$ cat src/rtl/vga_scanout.sv
// Raster read-out of the 160x120x3 playfield RAM onto a 640x480@60 VGA stream.
// Each playfield cell is shown as a 4x4 screen block; all outputs lag the counters by one pixel clock.
module vga_scanout #(
  parameter int H_VISIBLE   = 640,
  parameter int H_FRONT     = 16,
  parameter int H_SYNC      = 96,
  parameter int H_BACK      = 48,
  parameter int V_VISIBLE   = 480,
  parameter int V_FRONT     = 10,
  parameter int V_SYNC      = 2,
  parameter int V_BACK      = 33,
  parameter int SCALE_SHIFT = 2
) (
  input  logic        CLOCK_50,
  input  logic        reset,
  output logic [14:0] address,
  input  logic [2:0]  q,
  output logic [7:0]  VGA_R,
  output logic [7:0]  VGA_G,
  output logic [7:0]  VGA_B,
  output logic        VGA_HS,
  output logic        VGA_VS,
  output logic        VGA_BLANK_N,
  output logic        VGA_SYNC_N,
  output logic        VGA_CLK,
  output logic        vblank
);

  localparam int H_TOTAL = H_VISIBLE + H_FRONT + H_SYNC + H_BACK;
  localparam int V_TOTAL = V_VISIBLE + V_FRONT + V_SYNC + V_BACK;

  localparam logic [9:0] H_VIS_C  = 10'(H_VISIBLE);
  localparam logic [9:0] H_SS_C   = 10'(H_VISIBLE + H_FRONT);
  localparam logic [9:0] H_SE_C   = 10'(H_VISIBLE + H_FRONT + H_SYNC);
  localparam logic [9:0] H_LAST_C = 10'(H_TOTAL - 1);
  localparam logic [9:0] V_VIS_C  = 10'(V_VISIBLE);
  localparam logic [9:0] V_SS_C   = 10'(V_VISIBLE + V_FRONT);
  localparam logic [9:0] V_SE_C   = 10'(V_VISIBLE + V_FRONT + V_SYNC);
  localparam logic [9:0] V_LAST_C = 10'(V_TOTAL - 1);

  logic       r_pix_en;
  logic [9:0] r_h_cnt;
  logic [9:0] r_v_cnt;
  logic       r_hs;
  logic       r_vs;
  logic       r_blank_n;
  logic       r_vblank;
  logic [2:0] r_rgb;

  logic [9:0] w_h_next;
  logic [9:0] w_v_next;
  logic       w_active;
  logic       w_hs;
  logic       w_vs;
  logic [7:0] w_x;
  logic [6:0] w_y;

  always_comb begin
    w_h_next = r_h_cnt + 10'd1;
    w_v_next = r_v_cnt;
    if (r_h_cnt == H_LAST_C) begin
      w_h_next = '0;
      w_v_next = (r_v_cnt == V_LAST_C) ? 10'd0 : r_v_cnt + 10'd1;
    end
  end

  assign w_active = (r_h_cnt < H_VIS_C) && (r_v_cnt < V_VIS_C);
  assign w_hs     = !((r_h_cnt >= H_SS_C) && (r_h_cnt < H_SE_C));
  assign w_vs     = !((r_v_cnt >= V_SS_C) && (r_v_cnt < V_SE_C));

  // Outside the visible area the address is pinned to 0 so the RAM never sees X>159 or Y>119.
  assign w_x     = 8'(r_h_cnt >> SCALE_SHIFT);
  assign w_y     = 7'(r_v_cnt >> SCALE_SHIFT);
  assign address = w_active ? {w_x, w_y} : 15'd0;

  // Counters hold (h,v) for a full pixel period, so by the pix_en cycle q already
  // carries the cell for (h,v) and is captured alongside that pixel's sync/blank terms.
  always_ff @(posedge CLOCK_50) begin
    if (reset) begin
      r_pix_en  <= 1'b0;
      r_h_cnt   <= '0;
      r_v_cnt   <= '0;
      r_hs      <= 1'b1;
      r_vs      <= 1'b1;
      r_blank_n <= 1'b0;
      r_rgb     <= '0;
      r_vblank  <= 1'b0;
    end else begin
      r_pix_en <= ~r_pix_en;
      if (r_pix_en) begin
        r_h_cnt   <= w_h_next;
        r_v_cnt   <= w_v_next;
        r_hs      <= w_hs;
        r_vs      <= w_vs;
        r_blank_n <= w_active;
        r_rgb     <= w_active ? q : 3'b000;
        r_vblank  <= (w_v_next >= V_VIS_C);
      end
    end
  end

  assign VGA_R       = {8{r_rgb[2]}};
  assign VGA_G       = {8{r_rgb[1]}};
  assign VGA_B       = {8{r_rgb[0]}};
  assign VGA_HS      = r_hs;
  assign VGA_VS      = r_vs;
  assign VGA_BLANK_N = r_blank_n;
  assign VGA_SYNC_N  = 1'b0;
  assign VGA_CLK     = r_pix_en;
  assign vblank      = r_vblank;

endmodule
$ cat config.mk
export PLATFORM = sky130hd
export DESIGN_NAME = vga_scanout
export DESIGN_NICKNAME = d
export VERILOG_FILES = /design/src/rtl/vga_scanout.sv
export SDC_FILE = /design/constraint.sdc
export NUM_CORES = 1
export LEC_CHECK = 0
export CORE_MARGIN = 8
export CORE_UTILIZATION = 53
export CTS_BUF_LIST = sky130_fd_sc_hd__clkbuf_4 sky130_fd_sc_hd__clkbuf_8
export DETAILED_ROUTE_END_ITERATION = 10
export GPL_TIMING_DRIVEN = 0
export PLACE_DENSITY = 0.91
export SKIP_LAST_GASP = 1
export SYNTH_ARGS = -nofsm -noshare
export SYNTH_HDL_FRONTEND = slang
export SYNTH_SLANG_ARGS = --single-unit
$ cat constraint.sdc
create_clock -name CLOCK_50 -period 4.3 [get_ports CLOCK_50]
set_clock_uncertainty 0.05 [all_clocks]
set_input_delay 0.86 -clock CLOCK_50 [delete_from_list [all_inputs] [get_ports CLOCK_50]]
set_output_delay 0.86 -clock CLOCK_50 [all_outputs]
set_load 0.005 [all_outputs]
==> impl_results.md <==
* Outcome: finished, final reports clean
* Class of the worst hold path: flop to flop
* Post-layout util at 71.8%
* CTS Buf Count at 3
* Final setup violation count at 0
* Chip height at roughly 74 µm
* Global placer's final weighted congestion at 0.867
* Aggregate negative setup slack at 0 ps
* Half-perimeter wire length of the detailed placement result at approximately 3500 µm
* Initial Utilization at between 50% and 60%
* Count of buffers added by post-CTS timing repair for setup at 0
* Largest cells by area after synthesis: sky130_fd_sc_hd__dfxtp_1, sky130_fd_sc_hd__buf_4, sky130_fd_sc_hd__and2_1
* Number of diodes added for antenna fixing at 0
* Minimum clock period at around 4000 ps
* First-pass GRT wire length at around 7300 µm
* Initial antenna violation count at 0
* Clk root buf: sky130_fd_sc_hd__clkbuf_4
* Most common cell after layout, fill and taps aside: sky130_fd_sc_hd__clkdlybuf4s50_1
* Post-synth cell types at 33
* Horizontal die dimension at 74.3 µm
* Number of instances in the synthesized netlist at 210
* Total die area at 0.00553 mm²
* Count of nets left with antenna violations after detail routing at 0
* Number of pins with negative max-slew slack in the final report at 0
* Type of destination of the critical path: primary output
* Slew at the pin closest to its max-slew limit at ~1200 ps
* H-tree depth at 1
* Synth Area per Inst at 8.59 µm²
* Fraction of post-synthesis cell area in the top cell type by area at a little under a third
* Area grow syn2layout at 31.8%
* CTS-repair resized insts at 0
* Overall routed net length at ~4600 µm
* Async set-reset flop share out of synthesis at 0%
* Layout Nets at about 270
* DRC violation count after routing at 0
* Clock slew at the register clock pins of the worst setup and hold paths at about 160 ps
* Pin count of the biggest net entering global routing at 16
* Total overflow reported by the global router at 0
* Largest area contributor in the synthesized netlist: sky130_fd_sc_hd__dfxtp_1
* Std cell rows at 21
* Hold Buf Count CTS at 0
* Most frequent cells in the layout: sky130_fd_sc_hd__clkdlybuf4s50_1, sky130_fd_sc_hd__dfxtp_1, sky130_fd_sc_hd__buf_4
* Seq/Total Area, Yosys at between 30% and 40%
* Summed instance area of the synthesized netlist at 0.00180 mm²
* Data required, critical path at 3390 ps
* Largest voltage drop on the vdd net at around 140 µV
* Fmax at about 250 MHz
* Number of warning messages in the yosys log at 0
* Via Count at approximately 1.6k
* Max-Slew Margin vs Limit at a little over a fifth
* Unrepaired setup endpoints after global routing: no
* TritonCTS clock tree: yes
* Iteration count of the initial detailed-routing pass at 4
* Later-pin clock latency in the skew report at approximately 350 ps
* DR iter-0 viols at 94
* Total leakage power at roughly 0.00086 µW
* Number of synthesized flops with an enable pin at 0
* Share of final-layout standard cells stronger than drive strength 1 at between 10% and 20%
* Maximum count of clock buffers along a single path at 2
* Average wire per standard cell at around 15 µm
* Clock tree sinks at 28
* Worst setup path class: flop to primary output
* GR Util All Layers at around 17%
* Core Area at between 0.003 and 0.004 mm²
* Count of filler cells inserted in the layout at 259
* Number of vias per cell at roughly 5.3
* Top flip-flop cell by instance count after synthesis: sky130_fd_sc_hd__dfxtp_1
* Worst Path Arrival at ~3000 ps
* Num ports at 50
* PD cells at just over 200 mW/mm²
* Flops & latches, synth at 28
* Max-capacitance violation count at 0
* Startpoint type of the worst setup path: flop
* Net count of the mapped netlist at 219
* Vias in the first global route at 1610
* IO buf count at 48
* CP max FO at 10
* Hold Vio Cnt, Final at 0
* Post-route clock period utilization at between 90% and 100%
==> stage by stage <==
step           cells  instance area, µm²  hold WS, ps  setup slack, ps  power, µW
5_1_grt          308                2380          504              103        499
3_3_place_gp     304                2340          410              800        347
4_1_cts          308                2380          467              324        482
3_5_place_dp     304                2340          429              727        350
2_1_floorplan    210                1800          422             1860        311
6_report         308                2380          462              316        482
==> sequential cells by signal (all words and copies together), names as in the netlist <==
register     cells
r_h_cnt         10
r_v_cnt         10
r_rgb            3
VGA_BLANK_N      1
VGA_CLK          1
VGA_HS           1
VGA_VS           1
vblank           1
==> cells in the mapped netlist (all sizes together), types with 5 or more instances <==
library cell  number
a21oi              9
and2              17
buf               31
clkbuf             5
dfxtp             28
inv                5
nand2             12
nand3              8
nand4              7
nand4b             7
nor2              16
nor3              14
nor4               6
xnor2              6
xor2               9
==> power breakdown <==
group	internal (µW)	total [µW]	leakage, µW	switching, µW
combinational	47.7	72.0	0.000611	24.3
sequential	264	272	0.000227	7.85
clock	52.0	137	0.0000210	85.3
==> worst max-delay path, stage by stage (launching register included) <==
cell and delay, ps:
sky130_fd_sc_hd__dfxtp_1 330, sky130_fd_sc_hd__clkbuf_1 170, sky130_fd_sc_hd__and4_1 250, sky130_fd_sc_hd__nor3_1 900, sky130_fd_sc_hd__clkbuf_1 360, sky130_fd_sc_hd__and2_1 180, sky130_fd_sc_hd__clkdlybuf4s50_1 520
==> area by class of cell <==
type / count / area (µm²) / share of cell area (%)
buffer: 36 / 267 / 11.2
clock buffer: 4 / 36.3 / 1.53
inverter: 5 / 18.8 / 0.789
multi-input combinational: 141 / 958 / 40.3
sequential: 28 / 561 / 23.6
tap: 46 / 57.6 / 2.42
timing repair buffer: 48 / 480 / 20.2
==> path summary, 6_finish.rpt <==
path | from | depth (start not counted) | endpoint | slack, ps
hold / removal | VGA_VS$_SDFFE_PP1P_ | 2 | VGA_VS$_SDFFE_PP1P_ | 460
setup reg to reg | r_v_cnt[6]$_SDFFE_PP0P_ | 5 | r_rgb[0]$_SDFFE_PP0P_ | 2150
setup / recovery | r_v_cnt[6]$_SDFFE_PP0P_ | 6 | address[5] | 320
hold reg to reg | VGA_VS$_SDFFE_PP1P_ | 2 | VGA_VS$_SDFFE_PP1P_ | 460
==> kinds of logic (layout without fill, tap and decap cells) <==
group	after synthesis	count (layout)	share of synthesized area, %
AO/OA/AOI/OAI	16	16	5.13
XOR/XNOR	15	15	7.28
adder cells (fa/ha/maj)	4	4	2.77
buffers and inverters	41	93	15.8
flip-flops	28	28	31.1
multiplexers	3	3	1.66
other	1	1	0.208
AND/OR/NAND/NOR	102	102	36.1
==> routing by layer <==
layer | vias up | routed length (µm) | global-route usage (%)
li1 | 804 | - | -
met1 | 762 | 1850 | 18.6
met2 | 69 | 2120 | 28.7
met3 | 9 | 500 | 3.50
met4 | 0 | 109 | 10.9
met5 | - | 0 | 0
No activity file was read; power rests on OpenSTA's default activity.
